--- src/rtl/bcd_timer_controller_if.sv ---
// bcd_timer_controller_if: button-side controls and display-side digits/enables of the BCD timer
interface bcd_timer_controller_if;
    logic        tick;
    logic        start_stop;
    logic        clear;
    logic        mode;
    logic        set_en;
    logic [15:0] set_value;
    logic [3:0]  value0;
    logic [3:0]  value1;
    logic [3:0]  value2;
    logic [3:0]  value3;
    logic        increase_en;
    logic        decrease_en;
    logic        running;
    logic        done;
    modport master (
        output tick, start_stop, clear, mode, set_en, set_value,
        input  value0, value1, value2, value3, increase_en, decrease_en, running, done
    );
    modport slave (
        input  tick, start_stop, clear, mode, set_en, set_value,
        output value0, value1, value2, value3, increase_en, decrease_en, running, done
    );
endinterface

--- src/rtl/bcd_timer_controller.sv ---
// bcd_timer_controller: run/pause/done FSM owning the four BCD digits of the up/down timer
module bcd_timer_controller #(
    parameter logic [15:0] UP_LIMIT = 16'h9999
) (
    input logic clk,
    input logic rst,
    bcd_timer_controller_if.slave bus
);
    localparam logic [1:0] IDLE = 2'd0, RUN = 2'd1, PAUSE = 2'd2, DONE = 2'd3;
    logic [1:0]  state;
    logic        dir;
    logic [15:0] d;
    logic [15:0] up;
    logic [15:0] dn;
    logic        c;
    logic        b;
    logic [15:0] nx;
    logic        at_end;
    logic        set_ok;
    always_comb begin
        c  = 1'b1;
        b  = 1'b1;
        up = d;
        dn = d;
        for (int k = 0; k < 4; k++) begin
            up[k*4+:4] = c ? (d[k*4+:4] == 4'd9 ? 4'd0 : d[k*4+:4] + 4'd1) : d[k*4+:4];
            dn[k*4+:4] = b ? (d[k*4+:4] == 4'd0 ? 4'd9 : d[k*4+:4] - 4'd1) : d[k*4+:4];
            c = c & (d[k*4+:4] == 4'd9);
            b = b & (d[k*4+:4] == 4'd0);
        end
    end
    assign nx     = dir ? dn : up;
    // guards against stepping past a terminal value preset while paused
    assign at_end = dir ? (d == 16'h0000) : (d >= UP_LIMIT);
    assign set_ok = (bus.set_value[3:0] <= 4'd9) && (bus.set_value[7:4] <= 4'd9) &&
                    (bus.set_value[11:8] <= 4'd9) && (bus.set_value[15:12] <= 4'd9);
    always_ff @(posedge clk) begin
        if (rst) begin
            state <= IDLE;
            dir   <= 1'b0;
            d     <= 16'h0000;
        end else if (bus.clear) begin
            state <= IDLE;
            d     <= 16'h0000;
        end else if (bus.set_en) begin
            if (state != RUN && set_ok) begin
                d     <= bus.set_value;
                state <= (state == DONE) ? IDLE : state;
            end
        end else if (bus.start_stop) begin
            if (state == IDLE) begin
                if (!(bus.mode ? d == 16'h0000 : d == UP_LIMIT)) begin
                    dir   <= bus.mode;
                    state <= RUN;
                end
            end else if (state == RUN) begin
                state <= PAUSE;
            end else if (state == PAUSE) begin
                state <= RUN;
            end
        end else if (bus.tick && state == RUN) begin
            if (at_end) begin
                state <= DONE;
            end else begin
                d     <= nx;
                state <= (nx == (dir ? 16'h0000 : UP_LIMIT)) ? DONE : RUN;
            end
        end
    end
    assign bus.value0      = d[3:0];
    assign bus.value1      = d[7:4];
    assign bus.value2      = d[11:8];
    assign bus.value3      = d[15:12];
    assign bus.running     = state == RUN;
    assign bus.done        = state == DONE;
    assign bus.increase_en = (state == RUN) & ~dir;
    assign bus.decrease_en = (state == RUN) & dir;
endmodule

--- src/flat_wrapper.sv ---
// flat-port wrapper written by rule: the top's interface ports become plain ports
module bcd_timer_controller_flat 
#(
    parameter logic [15:0] UP_LIMIT = 16'h9999
)
  (clk, rst, bus_tick, bus_start_stop, bus_clear, bus_mode, bus_set_en, bus_set_value, bus_value0, bus_value1, bus_value2, bus_value3, bus_increase_en, bus_decrease_en, bus_running, bus_done);
  bcd_timer_controller_if bus_i ();
  input logic clk;
  input logic rst;
  input wire logic [$bits(bus_i.tick)-1:0] bus_tick;
  input wire logic [$bits(bus_i.start_stop)-1:0] bus_start_stop;
  input wire logic [$bits(bus_i.clear)-1:0] bus_clear;
  input wire logic [$bits(bus_i.mode)-1:0] bus_mode;
  input wire logic [$bits(bus_i.set_en)-1:0] bus_set_en;
  input wire logic [$bits(bus_i.set_value)-1:0] bus_set_value;
  output wire logic [$bits(bus_i.value0)-1:0] bus_value0;
  output wire logic [$bits(bus_i.value1)-1:0] bus_value1;
  output wire logic [$bits(bus_i.value2)-1:0] bus_value2;
  output wire logic [$bits(bus_i.value3)-1:0] bus_value3;
  output wire logic [$bits(bus_i.increase_en)-1:0] bus_increase_en;
  output wire logic [$bits(bus_i.decrease_en)-1:0] bus_decrease_en;
  output wire logic [$bits(bus_i.running)-1:0] bus_running;
  output wire logic [$bits(bus_i.done)-1:0] bus_done;
  assign bus_i.tick = bus_tick;
  assign bus_i.start_stop = bus_start_stop;
  assign bus_i.clear = bus_clear;
  assign bus_i.mode = bus_mode;
  assign bus_i.set_en = bus_set_en;
  assign bus_i.set_value = bus_set_value;
  assign bus_value0 = bus_i.value0;
  assign bus_value1 = bus_i.value1;
  assign bus_value2 = bus_i.value2;
  assign bus_value3 = bus_i.value3;
  assign bus_increase_en = bus_i.increase_en;
  assign bus_decrease_en = bus_i.decrease_en;
  assign bus_running = bus_i.running;
  assign bus_done = bus_i.done;
  bcd_timer_controller #(.UP_LIMIT(UP_LIMIT)) u_core (.clk(clk), .rst(rst), .bus(bus_i));
endmodule
--- config.mk ---
export PLATFORM = sky130hd
export DESIGN_NAME = bcd_timer_controller_flat
export DESIGN_NICKNAME = d
export VERILOG_FILES = /design/src/rtl/bcd_timer_controller_if.sv /design/src/rtl/bcd_timer_controller.sv /design/src/flat_wrapper.sv
export SDC_FILE = /design/constraint.sdc
export NUM_CORES = 1
export LEC_CHECK = 0
export CORE_MARGIN = 2
export CORE_UTILIZATION = 35
export CTS_BUF_LIST = sky130_fd_sc_hd__clkbuf_8 sky130_fd_sc_hd__clkbuf_16
export CTS_CLUSTER_SIZE = 12
export DETAILED_ROUTE_END_ITERATION = 12
export PLACE_DENSITY = 0.57
export SYNTH_ARGS = -nofsm -noshare
export SYNTH_HDL_FRONTEND = slang
export SYNTH_SLANG_ARGS = --single-unit
--- constraint.sdc ---
create_clock -name clk -period 2.2 [get_ports clk]
set_input_delay 0.33 -clock clk [delete_from_list [all_inputs] [get_ports clk]]
set_output_delay 0.33 -clock clk [all_outputs]
set_load 0.005 [all_outputs]
* Word-level counts from Yosys, hierarchy flattened
Cells that the tools add are included.
** Cells by class
- Add/subtract/negate cells :: 8
- Magnitude comparators :: 5
- Equal/unequal tests :: 16
- Muxes and demuxes :: 34
- Bitwise logic cells :: 10
- Reduce and logical (&&, ||, !) cells :: 17
** Operators with widths (count)
- $mux W16 :: 7
- $mux W4 :: 14
- $mux W2 :: 11
- $add A4 B1 Y4 const B :: 4
- $eq A16 B16 Y1 :: 1
- $eq A16 B16 Y1 const B :: 1
- $eq A4 B4 Y1 const B :: 4
- $ge A16 B16 Y1 const B :: 1
- $le A4 B4 Y1 const B :: 4
- $logic_not A16 Y1 :: 1
- $logic_not A4 Y1 :: 4
- $sub A4 B1 Y4 const B :: 4
- $reduce_and A5 Y1 :: 2
- $ne A2 B1 Y1 const B :: 4
- $and A1 B1 Y1 :: 6
- $logic_and A1 B1 Y1 :: 5
- $ne A5 B1 Y1 const B :: 1
- $eq A2 B2 Y1 const B :: 2
- $ne A4 B4 Y1 const B :: 1
- $not A1 Y1 :: 4
- $reduce_and A4 Y1 :: 1
- $reduce_bool A3 Y1 :: 1
- $eq A2 B1 Y1 const B :: 1
- $logic_not A2 Y1 :: 1
- 4 further kinds :: 5
** Word-level totals
- Register bits :: 19
- Bits of input ports :: 23

* Longest topological paths before layout
- Depth in word-level cells :: 11
- Mapped depth :: 10
- Gate-level depth less buffers :: 7

* Worst setup path after synthesis
Ideal clock, no wire load.
- Path type :: reg2reg
- From :: reg u_core.d[0]
- To :: reg u_core.d[14]
- Setup time :: 129 ps
- Arrival :: 1905 ps
- Data required time :: 2071 ps
- Setup slack :: 166 ps
- Cell stages (with the launch flop) :: 10
- Period minus slack after synthesis :: 2034 ps
- Path through :: dfxtp_1 -> buf_6 -> nor4_2 -> and3_1 -> buf_6 -> a21oi_1 -> a2111oi_2 -> o21ai_0 -> mux2i_1 -> nor2_1
** On the way
- Longest elaborated chain between the ends :: 9
- Elaborated cells between the ends (all ways) :: 18
** RTL lines
- start, declared :: line bcd_timer_controller.sv:12 : logic [15:0] d;
- start signal, assigned :: line bcd_timer_controller.sv:47 : d <= bus.set_value;
- start signal, assigned :: line bcd_timer_controller.sv:65 : d <= nx;
- branches (longest 9 deep; another with $ge A16 B16 Y1)
Several ways; the timed one is not identified. The select of a mux whose other input is x is not followed.
A chain may end at the register's enable or synchronous reset.

* Worst setup path after layout
- From :: reg u_core.d[2]
- To :: reg u_core.state[1]
** On the way
- Longest elaborated chain between the ends :: 11
- Elaborated cells between the ends (all ways) :: 30
** RTL lines
- $eq A4 B4 Y1 or $logic_not A4 Y1 (tied branches)
- $and A1 B1 Y1 (on tied branches) (2 in series) :: line bcd_timer_controller.sv:28, bcd_timer_controller.sv:29
- $mux W4 (on tied branches) :: line bcd_timer_controller.sv:26, bcd_timer_controller.sv:27
- $mux W16 :: line bcd_timer_controller.sv:32 : assign nx = dir ? dn : up;
- $eq A16 B16 Y1 :: line bcd_timer_controller.sv:66 : state <= (nx == (dir ? 16'h0000 : UP_LIMIT)) ? DONE : RUN;
- $mux W2 :: line bcd_timer_controller.sv:66
- $mux W2 :: line bcd_timer_controller.sv:62 : if (at_end) begin
- $mux W2 :: line bcd_timer_controller.sv:61 : end else if (bus.tick && state == RUN) begin
- $mux W2 :: line bcd_timer_controller.sv:50 : end else if (bus.start_stop) begin
- $mux W2 :: line bcd_timer_controller.sv:45 : end else if (bus.set_en) begin
- end signal, assigned :: line bcd_timer_controller.sv:48 : state <= (state == DONE) ? IDLE : state;
- end signal, assigned :: line bcd_timer_controller.sv:66
- end, declared :: line bcd_timer_controller.sv:10 : logic [1:0] state;
Parallel ways exist; a longest one is shown, timed or not. The select of a mux whose other input is x is not followed.

==> flow_summary.ini <==
[critical_path]
worst_setup_path_end_kind = flip-flop
cp_slowest_cell = or4_4
arrival_ns = 2.27
slowest_delay_ns = 0.51
cp-start-kind = flip-flop
crit_chain = buf_4 > or4_4 > or3_4 > and3_1 > o21ai_2 > nor3_2 > a41oi_2 > o21ai_1
worstPathRequired_ns = 2.36
path_max_fanout = 6
critPathKind = flip-flop to flip-flop

[floorplan]
ios = 43
core-area_mm2 = 0.005956
die_w_um = 82.67
initial_core_util_pct = 36.37
rows = 28
die_y_um = 82.67
die_area_mm2 = 0.006834

[placement]
port-buffer-count = 42
place.gp.congestion = 0.8664
dp_worst_setup_slack_ns = -0.04114
dp_cells = 431
postPlaceCellArea_mm2 = 0.002864
dpl.hpwl_um = 5513

[synthesis]
avgSynthCellArea_um2 = 7.148
async_flop_share_pct = 0
ys_ff_latch = 19
synth_nets = 326
synth_edf_count = 0
netlist_instances = 303
ys_seq_area_share_pct = 17.56
synthFlopType = dfxtp_1
syn_area_mm2 = 0.002166
synth_cell_types = 66
ys_warn_count = 0

[timing]
maxSlewViolCount = 0
setup_violations = 0
fin_skew_ns = 0.005300
tightestPinTransition_ns = 0.5116
min_period_ns = 2.116
postLayoutSetupSlackWorst_ns = 0.08367
fmax_mhz = 472.5
relSlewSlack_pct = 65.35
rsz0062_at_grt = true
whs_ns = 0.5353
fin_tns_setup_ns = 0
hold_viol = 0
fin_crit_sh_pct = 96.20

[finish]
n_fill_cell = 611
final_nets = 385
utilization_pct = 50.06
drive_above_1_share_pct = 21.61
final_common_cell = clkdlybuf4s50_1
diodes = 0
fin_area_mm2 = 0.002982
syn2layout_area_growth_pct = 37.67
instances_no_fill = 436
final_cell_mix = clkdlybuf4s50_1, buf_4, nor2_1

[route]
routedWlPerCell_um = 16.18
num_vias = 2493
routed_wl_um = 7055
ant_nets = 0
drt-initial-drc-count = 125
dr.pass1.iters = 4
viasPerCell = 5.718
drc_errors = 0

[clock_tree]
cts_tree = done
path_clk_slew_ns = 0.08
insertion_delay_ns = 0.26
postCtsHoldBufs = 0
cts_buffers = 3
cts-root-buf = clkbuf_8
cts-htree-levels = 1
cts.sinks = 19
cts.path.max_buffers = 2

[flow_run]
cap_violations = 0

[grt]
grt_overflow = 0
antenna_found_initial = 0
grt_usage_pct = 21.52
grt_max_degree = 39
grt_pass1_wl_um = 11210
grt_pass1_vias = 2238

[power]
power.total_mw = 0.8568
p_per_area_mw_per_mm2 = 287.4
max-vdd-ir-drop_mv = 0.1754
leakage_nw = 1.112

[outcome]
outcome = completed

[worst_hold_path]
hold_path_class = flip-flop to flip-flop
[layout make-up]
cell class / instances / area [um2] / share of cell area [%]
Clock inverter: 1 / 5.005 / 0.1679
Timing Repair Buffer: 85 / 768.2 / 25.77
Inverter: 11 / 41.29 / 1.385
Sequential cell: 19 / 384.1 / 12.88
Multi-Input combinational cell: 242 / 1648 / 55.27
Clock buffer: 3 / 41.29 / 1.385
Tap cell: 75 / 93.84 / 3.147
[critical path, delay by kind of cell (launching register included)]
kind                   cells  cell delay (ns)
DFF                        1             0.37
and+or+nand+nor            4             1.09
buffers and inverters      1             0.15
AOI/OAI and AO/OA          3             0.41
[per-layer routing]
layer	track usage [%]	vias to the layer above	wire, um
met5	0	-	0
met4	5.738	0	72
met3	1.957	5	276
met2	34.84	56	3297
met1	30.51	1185	3410
li1	-	1247	-
[synthesized netlist by cell type (all sizes together), types with 2 or more instances]
master    n  area [um2]
nand2b    4       32.53
mux2      3       33.78
nand4bb   2       22.52
xnor2     3       26.28
and4      5       43.79
nor4bb    2       20.02
a21boi    3       22.52
and4bb    2       25.02
nor2     27       101.4
a41oi     3       45.05
nand4     5       37.53
nor4      7       56.30
dfxtp    19       380.4
a311oi    4       35.03
clkbuf   19       71.32
nor2b     9       56.30
a211oi    8       60.06
a21oi    20       103.9
xor2      4       35.03
a31oi     4       25.02
nand2    26       97.59
nand3     7       35.03
buf      12       85.08
and2      4       25.02
mux2i    12       120.1
o21ai    31       155.2
and3      4       25.02
nor3b     2       15.01
o22ai     2       12.51
o311ai    3       26.28
a2111oi   2       23.77
o211ai    3       27.52
nor3      9       45.04
o211a     2       20.02
inv      10       37.54
or2       3       18.77
[path summary, 6_finish.rpt]
kind                                     start                           end  slack, ns  cells past startpoint
setup / recovery      u_core.d[2]$_SDFFE_PP0P_  u_core.state[1]$_SDFFE_PP0P_       0.08                      8
setup reg to reg      u_core.d[2]$_SDFFE_PP0P_  u_core.state[1]$_SDFFE_PP0P_       0.08                      8
hold reg to reg   u_core.state[1]$_SDFFE_PP0P_  u_core.state[1]$_SDFFE_PP0P_       0.54                      2
hold / removal    u_core.state[1]$_SDFFE_PP0P_  u_core.state[1]$_SDFFE_PP0P_       0.54                      2
[sequential cells by signal (all words and copies together) (netlist names)]
name          count
u_core.d         16
u_core.state      2
u_core.dir        1
[what timing repair did]
action	CTS	global route
buffers inserted	0	1
resized for setup	0	20
endpoints found under the setup margin	0	18
[power by group]
part	internal, mW	switching, mW
registers	0.349	0.00991
logic	0.129	0.119
clock network	0.126	0.123
[logic make-up (layout without fill, tap and decap cells)]
kind of cell | after synthesis | after routing | share of synthesized area, %
multiplexers | 15 | 15 | 7.106
buffers and inverters | 42 | 100 | 9.128
AO/OA/AOI/OAI | 97 | 97 | 30.79
AND/OR/NAND/NOR | 123 | 123 | 32.58
XOR/XNOR | 7 | 7 | 2.831
flip-flops | 19 | 19 | 17.56
(Power assumes the default switching activity.)
